## config.mk

```make
export PLATFORM = sky130hd
export DESIGN_NAME = ltc2333_read_flat
export DESIGN_NICKNAME = d
export VERILOG_FILES = /design/src/rtl/ltc2333_read_if.sv /design/src/rtl/ltc2333_read.sv /design/src/flat_wrapper.sv
export SDC_FILE = /design/constraint.sdc
export NUM_CORES = 1
export LEC_CHECK = 0
export CAP_MARGIN = 25
export CORE_MARGIN = 3
export CORE_UTILIZATION = 54
export CTS_CLUSTER_SIZE = 10
export DETAILED_ROUTE_END_ITERATION = 6
export PLACE_DENSITY = 0.74
export SLEW_MARGIN = 20
export SYNTH_ARGS = -nofsm -noshare
export SYNTH_HDL_FRONTEND = slang
export SYNTH_SLANG_ARGS = --single-unit
```

## constraint.sdc

```tcl
create_clock -name clk -period 2 [get_ports clk]
set_input_delay 0.4 -clock clk [delete_from_list [all_inputs] [get_ports clk]]
set_output_delay 0.4 -clock clk [all_outputs]
set_load 0.05 [all_outputs]
```

## src/rtl/ltc2333_read_if.sv

```systemverilog
// Output word stream of the LTC2333 read path (master = reader, slave = consumer).
// Latency: none, plain wires grouped for port use.
// Backpressure: slave holds m_ready low to stall; master keeps the word stable until accepted.
interface ltc2333_read_if;
   logic        m_valid;
   logic        m_ready;
   logic [17:0] m_data;
   logic [2:0]  m_channel;
   logic [2:0]  m_softspan;
   logic        m_last;

   modport master (
      output m_valid, m_data, m_channel, m_softspan, m_last,
      input  m_ready
   );

   modport slave (
      input  m_valid, m_data, m_channel, m_softspan, m_last,
      output m_ready
   );
endinterface

```

## src/rtl/ltc2333_read.sv

```systemverilog
// LTC2333 serial read capture: deserializes echoed-clock sdo into 24-bit words per cnv frame.
// Latency: word presented one clk after the synchronized completing scko rise (SYNC_STAGES+2 clk from pin).
// Backpressure: single output register; a word completing while the previous one is unaccepted is dropped and flagged.
module ltc2333_read #(
   parameter int NUM_WORDS   = 8,
   parameter int SYNC_STAGES = 2
) (
   input  logic           clk,
   input  logic           aresetn,
   input  logic           cnv,
   input  logic           scko,
   input  logic           sdo,
   input  logic           clear_flags,
   output logic           overflow,
   output logic           frame_error,
   ltc2333_read_if.master m_if
);
   typedef enum logic {IDLE = 1'b0, SHIFT = 1'b1} state_t;

   localparam logic [2:0] LAST_IDX = 3'(NUM_WORDS - 1);
   // Edge detection stays disabled until the synchronizers and history have been refilled
   // after reset, so a level already high at release never looks like a rise.
   localparam logic [2:0] ARM_CNT  = 3'(SYNC_STAGES + 1);

   logic [SYNC_STAGES-1:0] cnv_sync_q, cnv_sync_d;
   logic [SYNC_STAGES-1:0] scko_sync_q, scko_sync_d;
   logic [SYNC_STAGES-1:0] sdo_sync_q, sdo_sync_d;
   logic                   cnv_prev_q, cnv_prev_d;
   logic                   scko_prev_q, scko_prev_d;
   logic [2:0]             arm_cnt_q, arm_cnt_d;
   state_t                 state_q, state_d;
   logic [4:0]             bit_cnt_q, bit_cnt_d;
   logic [2:0]             word_cnt_q, word_cnt_d;
   logic [23:0]            sr_q, sr_d;
   logic                   done_q, done_d;
   logic                   done_last_q, done_last_d;
   logic                   m_valid_q, m_valid_d;
   logic                   m_last_q, m_last_d;
   logic [17:0]            m_data_q, m_data_d;
   logic [2:0]             m_channel_q, m_channel_d;
   logic [2:0]             m_softspan_q, m_softspan_d;
   logic                   overflow_q, overflow_d;
   logic                   frame_error_q, frame_error_d;

   logic cnv_s, scko_s, sdo_s, armed;
   logic cnv_rise, scko_rise, word_end, final_end;
   logic ovf_set, fe_set;

   assign cnv_s     = cnv_sync_q[SYNC_STAGES-1];
   assign scko_s    = scko_sync_q[SYNC_STAGES-1];
   assign sdo_s     = sdo_sync_q[SYNC_STAGES-1];
   assign armed     = (arm_cnt_q == ARM_CNT);
   assign cnv_rise  = armed & cnv_s & ~cnv_prev_q;
   assign scko_rise = armed & scko_s & ~scko_prev_q;
   assign word_end  = scko_rise & (bit_cnt_q == 5'd23);
   assign final_end = word_end & (word_cnt_q == LAST_IDX);

   // Next-state: synchronizers, frame FSM, output register load/accept, sticky flags.
   always_comb begin
      cnv_sync_d   = {cnv_sync_q[SYNC_STAGES-2:0], cnv};
      scko_sync_d  = {scko_sync_q[SYNC_STAGES-2:0], scko};
      sdo_sync_d   = {sdo_sync_q[SYNC_STAGES-2:0], sdo};
      cnv_prev_d   = cnv_s;
      scko_prev_d  = scko_s;
      arm_cnt_d    = armed ? arm_cnt_q : arm_cnt_q + 3'd1;
      state_d      = state_q;
      bit_cnt_d    = bit_cnt_q;
      word_cnt_d   = word_cnt_q;
      sr_d         = sr_q;
      done_d       = 1'b0;
      done_last_d  = 1'b0;
      m_valid_d    = m_valid_q;
      m_last_d     = m_last_q;
      m_data_d     = m_data_q;
      m_channel_d  = m_channel_q;
      m_softspan_d = m_softspan_q;
      ovf_set      = 1'b0;
      fe_set       = 1'b0;

      case (state_q)
         IDLE: begin
            if (cnv_rise) begin
               bit_cnt_d  = '0;
               word_cnt_d = '0;
               state_d    = SHIFT;
            end
         end
         default: begin
            // A cnv rise landing exactly on the final word's completion is a clean back-to-back frame.
            if (cnv_rise && !final_end) begin
               fe_set     = 1'b1;
               bit_cnt_d  = '0;
               word_cnt_d = '0;
            end else if (scko_rise) begin
               sr_d = {sr_q[22:0], sdo_s};
               if (word_end) begin
                  bit_cnt_d   = '0;
                  word_cnt_d  = word_cnt_q + 3'd1;
                  done_d      = 1'b1;
                  done_last_d = (word_cnt_q == LAST_IDX);
                  if (final_end) begin
                     word_cnt_d = '0;
                     state_d    = cnv_rise ? SHIFT : IDLE;
                  end
               end else begin
                  bit_cnt_d = bit_cnt_q + 5'd1;
               end
            end
         end
      endcase

      if (m_valid_q && m_if.m_ready) begin
         m_valid_d = 1'b0;
      end
      if (done_q) begin
         if (!m_valid_q || m_if.m_ready) begin
            m_valid_d    = 1'b1;
            m_data_d     = sr_q[23:6];
            m_channel_d  = sr_q[5:3];
            m_softspan_d = sr_q[2:0];
            m_last_d     = done_last_q;
         end else begin
            ovf_set = 1'b1;
         end
      end

      overflow_d    = (overflow_q & ~clear_flags) | ovf_set;
      frame_error_d = (frame_error_q & ~clear_flags) | fe_set;
   end

   // State register with synchronous active-low reset.
   always_ff @(posedge clk) begin
      if (!aresetn) begin
         cnv_sync_q    <= '0;
         scko_sync_q   <= '0;
         sdo_sync_q    <= '0;
         cnv_prev_q    <= 1'b0;
         scko_prev_q   <= 1'b0;
         arm_cnt_q     <= '0;
         state_q       <= IDLE;
         bit_cnt_q     <= '0;
         word_cnt_q    <= '0;
         sr_q          <= '0;
         done_q        <= 1'b0;
         done_last_q   <= 1'b0;
         m_valid_q     <= 1'b0;
         m_last_q      <= 1'b0;
         m_data_q      <= '0;
         m_channel_q   <= '0;
         m_softspan_q  <= '0;
         overflow_q    <= 1'b0;
         frame_error_q <= 1'b0;
      end else begin
         cnv_sync_q    <= cnv_sync_d;
         scko_sync_q   <= scko_sync_d;
         sdo_sync_q    <= sdo_sync_d;
         cnv_prev_q    <= cnv_prev_d;
         scko_prev_q   <= scko_prev_d;
         arm_cnt_q     <= arm_cnt_d;
         state_q       <= state_d;
         bit_cnt_q     <= bit_cnt_d;
         word_cnt_q    <= word_cnt_d;
         sr_q          <= sr_d;
         done_q        <= done_d;
         done_last_q   <= done_last_d;
         m_valid_q     <= m_valid_d;
         m_last_q      <= m_last_d;
         m_data_q      <= m_data_d;
         m_channel_q   <= m_channel_d;
         m_softspan_q  <= m_softspan_d;
         overflow_q    <= overflow_d;
         frame_error_q <= frame_error_d;
      end
   end

   assign m_if.m_valid    = m_valid_q;
   assign m_if.m_last     = m_last_q;
   assign m_if.m_data     = m_data_q;
   assign m_if.m_channel  = m_channel_q;
   assign m_if.m_softspan = m_softspan_q;
   assign overflow        = overflow_q;
   assign frame_error     = frame_error_q;
endmodule

```

## src/flat_wrapper.sv

```systemverilog
// flat-port wrapper written by rule: the top's interface ports become plain ports
module ltc2333_read_flat 
#(
   parameter int NUM_WORDS   = 8,
   parameter int SYNC_STAGES = 2
)
  (clk, aresetn, cnv, scko, sdo, clear_flags, overflow, frame_error, m_if_m_valid, m_if_m_data, m_if_m_channel, m_if_m_softspan, m_if_m_last, m_if_m_ready);
  ltc2333_read_if m_if_i ();
  input  logic clk;
  input  logic aresetn;
  input  logic cnv;
  input  logic scko;
  input  logic sdo;
  input  logic clear_flags;
  output logic overflow;
  output logic frame_error;
  output wire logic [$bits(m_if_i.m_valid)-1:0] m_if_m_valid;
  output wire logic [$bits(m_if_i.m_data)-1:0] m_if_m_data;
  output wire logic [$bits(m_if_i.m_channel)-1:0] m_if_m_channel;
  output wire logic [$bits(m_if_i.m_softspan)-1:0] m_if_m_softspan;
  output wire logic [$bits(m_if_i.m_last)-1:0] m_if_m_last;
  input wire logic [$bits(m_if_i.m_ready)-1:0] m_if_m_ready;
  assign m_if_m_valid = m_if_i.m_valid;
  assign m_if_m_data = m_if_i.m_data;
  assign m_if_m_channel = m_if_i.m_channel;
  assign m_if_m_softspan = m_if_i.m_softspan;
  assign m_if_m_last = m_if_i.m_last;
  assign m_if_i.m_ready = m_if_m_ready;
  ltc2333_read #(.NUM_WORDS(NUM_WORDS), .SYNC_STAGES(SYNC_STAGES)) u_core (.clk(clk), .aresetn(aresetn), .cnv(cnv), .scko(scko), .sdo(sdo), .clear_flags(clear_flags), .overflow(overflow), .frame_error(frame_error), .m_if(m_if_i));
endmodule
```

== Word-level counts from Yosys, hierarchy flattened ==
Cells that the tools add are included.
W data, S select, Z words.
Word-level totals
  register bits: 74
  latch bits: 0
  logic and storage cells: 82
  input bits: 7
  memory bits (writable): 0
  memory bits (read-only): 0
  memories kept: 0
Cells by class
  shifts and indexed selects: 0
  magnitude comparators: 0
  mux-type cells: 25
  eq/ne operators: 5
  div/mod/pow operators: 0
  $mul: 0
  $add $sub $neg: 3
  bitwise gates (word level): 18
  reductions and logical operators: 12
Operator list (count)
  $mux W5: 5
  $mux W3: 6
  $mux W1: 14
  $and A1 B1 Y1: 8
  $not A1 Y1: 8
  $add A3 B1 Y3 const B: 2
  $ne A3 B3 Y1 const B: 2
  $reduce_and A3 Y1: 2
  $add A5 B1 Y5 const B: 1
  $eq A5 B5 Y1 const B: 1
  $reduce_or A5 Y1: 1
  $reduce_and A2 Y1: 2
  $reduce_or A4 Y1: 1
  $eq A3 B2 Y1 const B: 1
  $eq A3 B3 Y1 const B: 1
  $logic_and A1 B1 Y1: 2
  $logic_not A1 Y1: 2
  $or A1 B1 Y1: 2
  $reduce_bool A2 Y1: 1
  $logic_or A1 B1 Y1: 1

== Depth between registers and ports, before layout ==
  depth in word-level cells: 10
  mapped depth: 8
  mapped depth without buffers: 6

== Worst setup path after synthesis ==
No wires, ideal clock.
  kind: register to register
  from: register u_core.arm_cnt_q[0]
  to: register u_core.bit_cnt_q[3]
  data arrival time: 1.611 ns
  stages on the path, launching flop included: 9
  library setup time: 0.071 ns
  path slack: 0.318 ns
  data required time: 1.929 ns
  buffers on the path: 2
  path through: dfxtp_1 ha_1 ha_1 buf_4 and4b_1 buf_6 nand4_1 or3_1 a21oi_1
Between the ends
  longest elaborated chain between the ends: 9
  elaborated cells between the ends (all ways): 16
  those cells by class: 2 x eq/ne; 4 x mux; 6 x bitwise; 4 x reduce/logical
RTL lines
  start, declared: RTL line ltc2333_read.sv:30  | logic [2:0] arm_cnt_q, arm_cnt_d;
  start signal, assigned: RTL line ltc2333_read.sv:159  | arm_cnt_q <= arm_cnt_d;
  $eq A3 B2 Y1 (*): RTL line ltc2333_read.sv:52  | assign armed = (arm_cnt_q == ARM_CNT);
  $and A1 B1 Y1 (2 in series): RTL line ltc2333_read.sv:54  | assign scko_rise = armed & scko_s & ~scko_prev_q;
  $and A1 B1 Y1: RTL line ltc2333_read.sv:55  | assign word_end = scko_rise & (bit_cnt_q == 5'd23);
  $and A1 B1 Y1: RTL line ltc2333_read.sv:56  | assign final_end = word_end & (word_cnt_q == LAST_IDX);
  $logic_not A1 Y1: RTL line ltc2333_read.sv:90  | if (cnv_rise && !final_end) begin
  $logic_and A1 B1 Y1: RTL line ltc2333_read.sv:90
  $ne A3 B3 Y1 (no line) / $mux W5 (equally long branches)
  $reduce_and A2 Y1 (no line) / $mux W5 (equally long branches)
  end signal, assigned: RTL line ltc2333_read.sv:161  | bit_cnt_q <= bit_cnt_d;
  end, declared: RTL line ltc2333_read.sv:32  | logic [4:0] bit_cnt_q, bit_cnt_d;
Every way passes the cells marked *; elsewhere a longest branch is shown, timed or not. The select of a mux whose other input is x is not followed.
A chain may end at the register's enable or synchronous reset.

== Worst setup path after layout ==
  from: register u_core.m_data_q[8] (netlist: u_core.m_if.m_data[8])
  to: output m_if_m_data[8]
RTL lines
  start, declared: RTL line ltc2333_read.sv:39  | logic [17:0] m_data_q, m_data_d;
  start signal, assigned: RTL line ltc2333_read.sv:168  | m_data_q <= m_data_d;
  end, declared: RTL line flat_wrapper.sv:18  | output wire logic [$bits(m_if_i.m_data)-1:0] m_if_m_data;
No word-level cell between the ends.

==> impl_metrics.json <==
{
  "p_comb_share_pct": 3.5,
  "avgSynthCellArea_sq_um": 8.55,
  "multi_input_area_sq_um": 1140,
  "p_int_uw": 2100,
  "p_sw_uw": 580,
  "irDropWorstVdd_v": 0.000725,
  "antennaDiodeCount": 0,
  "yosys.area.top_type_share_pct": 54.2,
  "fin_skew_ns": 0.0120,
  "setup_violations": 0,
  "ys_types": 32,
  "cts_setup_buffers": 0,
  "r2r_slack_ns": 0.24,
  "synth_edf_count": 0,
  "dr.pass1.iters": 4,
  "end_kind": "primary output",
  "yosysMostFrequentCell": "dfxtp_1",
  "ys_ff_latch": 74,
  "antenna_found_initial": 0,
  "cts_buffer_depth": 2,
  "cp-start-kind": "flip-flop",
  "powerDensity_nw_per_um2": 800,
  "syn_inst": 320,
  "finalMaxSlewViolations": 0,
  "clkSinkCount": 74,
  "ant_nets": 0,
  "fin_worst_hold_slack_ns": 0.435,
  "syn_nets": 332,
  "worst_pin_slew_ns": 0.504,
  "rows": 25,
  "rsz0062_at_grt": "no",
  "hold_path.class": "reg2reg",
  "grt_util_all_layers_pct": 18.9,
  "power.leakage_uw": 0.00116,
  "synth_area_leader_cell": "dfxtp_1",
  "path_class": "reg2out",
  "p_seq_share_pct": 56.0,
  "fp.coreArea_sq_um": 4820,
  "timing.slew.headroom_pct": 66.3,
  "area_growth_pct": 22.6,
  "num_io_pins": 35,
  "async_reset_ff_share_pct": 0,
  "fmax_mhz": 527,
  "die_y_um": 77.2,
  "hold_viol": 0,
  "critPathMaxStageDelay_ns": 0.81,
  "synth_flop_cell": "dfxtp_1",
  "dieArea_sq_um": 5960,
  "cp.buffers_inverters": 1,
  "drt_wl_total_um": 5150,
  "final_area_sq_um": 3350,
  "cts-root-buf": "clkbuf_8",
  "numCtsBuffers": 9,
  "avgViaCountPerCell": 5.24,
  "grt_max_degree": 40,
  "cap_viol_max_count": 0,
  "h-tree-depth": 3,
  "place_area_sq_um": 3160,
  "drt_iter0_drc": 121,
  "cts_tree": "built",
  "gp_congestion": 0.799,
  "hold_buffers": 0,
  "status": "complete, no violations",
  "yosysSeqAreaShare_pct": 54.2,
  "final_nets": 362,
  "final.setup.tns_ns": 0,
  "first_global_vias": 2026,
  "fin_util_pct": 69.6,
  "min_period_over_period_pct": 94.8,
  "worstPathCellList": "clkdlybuf4s50_1",
  "synth_common_cells": "dfxtp_1 (74), nand2_1 (59), a21oi_1 (56)",
  "netlist_area_sq_um": 2740,
  "clkTransAtPathRegs_ns": 0.07,
  "die_x_um": 77.2,
  "crit_fanout": 2,
  "arrival_ns": 1.50,
  "synthTopCellsByArea": "dfxtp_1 (54%), a21oi_1 (10%), nand2_1 (8.1%)",
  "path_delay_family": "buffers and inverters",
  "vias": 2210,
  "start_util_pct": 56.8,
  "insertion_delay_ns": 0.34,
  "grt_pass1_wl_um": 9090,
  "switching_share_pct": 21.6,
  "portBuffers": 34,
  "drc": 0,
  "grt-ovfl-total": 0,
  "drive_gt1_share_pct": 7.32,
  "slowest_stage": "clkdlybuf4s50_1",
  "seqCellArea_sq_um": 1480,
  "critPathRequiredTime_ns": 1.60,
  "fillers": 411,
  "finalCriticalPeriod_ns": 1.90,
  "hpwl_um": 3240,
  "ctsResizeCount": 0,
  "yosys_warnings": 0,
  "clockPowerShare_pct": 40.5,
  "wl_per_cell_um": 12.2
}
==> layout by cell type (no fill, tap or decap), types with 9 or more instances in the layout <==
cell             Yosys  layout
dfxtp_1             74      74
nand2_1             59      59
a21oi_1             56      56
clkdlybuf4s50_1      0      34
nand3_1             25      25
o21ai_0             22      22
nor2_1              14      14
and2_1               9       9
clkbuf_8             0       9
==> layer usage <==
metal	global-route usage, %	up-vias	routed length [um]
li1	-	1146	-
met1	24.2	1007	2470
met2	29.1	48	2340
met3	5.75	9	233
met4	8.90	0	98
met5	0	-	0
==> path summary, 6_finish.rpt <==
| path | depth (start not counted) | from | endpoint |
|---|---|---|---|
| hold / removal | 1 | u_core.scko_sync_q[0]$_SDFF_PN0_ | u_core.scko_sync_q[1]$_SDFF_PN0_ |
| setup / recovery | 1 | u_core.m_if.m_data[8]$_SDFFE_PN0P_ | m_if_m_data[8] |
| setup reg to reg | 6 | u_core.arm_cnt_q[0]$_SDFFE_PN0P_ | u_core.word_cnt_q[0]$_SDFFE_PN0P_ |
| hold reg to reg | 1 | u_core.scko_sync_q[0]$_SDFF_PN0_ | u_core.scko_sync_q[1]$_SDFF_PN0_ |
==> sequential cells by signal (all words and copies together) (netlist names) <==
register / cells
u_core.bit_cnt_q: 5
u_core.m_if.m_valid: 1
u_core.cnv_prev_q: 1
u_core.done_q: 1
u_core.sdo_sync_q: 2
u_core.overflow: 1
u_core.m_if.m_data: 18
u_core.scko_sync_q: 2
u_core.done_last_q: 1
u_core.cnv_sync_q: 2
u_core.arm_cnt_q: 3
u_core.m_if.m_last: 1
u_core.word_cnt_q: 3
u_core.frame_error: 1
u_core.state_q: 1
u_core.scko_prev_q: 1
u_core.m_if.m_softspan: 3
u_core.sr_q: 24
u_core.m_if.m_channel: 3
==> area by class of cell <==
class,count,share of cell area (%)
sequential,74,44.2
multi-input combinational,220,33.9
clock buffer,10,3.81
timing repair buffer,43,13.7
clock inverter,6,1.72
tap,67,2.50
inverter,2,0.224
==> logic make-up (layout without fill, tap and decap cells) <==
kind of cell | count (synthesis) | count (layout) | share of synthesized area [%]
buffers and inverters | 26 | 61 | 4.39
and+or+nand+nor | 126 | 126 | 21.5
AOI/OAI and AO/OA | 85 | 85 | 16.3
DFF | 74 | 74 | 54.2
adders and majority gates | 5 | 5 | 2.29
xor gates and xnor gates | 2 | 2 | 0.641
muxes | 2 | 2 | 0.732
==> power groups by stage <==
stage	clock, uW	combinational [uW]	sequential [uW]
after floorplan	0	64.0	1530
after global placement	0	90.2	1530
after detailed placement	0	93.9	1540
after CTS	1120	94.2	1500
after global routing	1190	110	1500
final	1090	94.5	1500
==> through the flow <==
step / setup WS [ns] / cells / power (uW)
CTS: 0.0732 / 422 / 2720
finish: 0.103 / 422 / 2680
global route: 0.0295 / 422 / 2810
floorplan: 0.318 / 320 / 1600
global placement: 0.238 / 406 / 1630
detailed placement: 0.189 / 406 / 1630
Power figures use the tool's default switching activity.
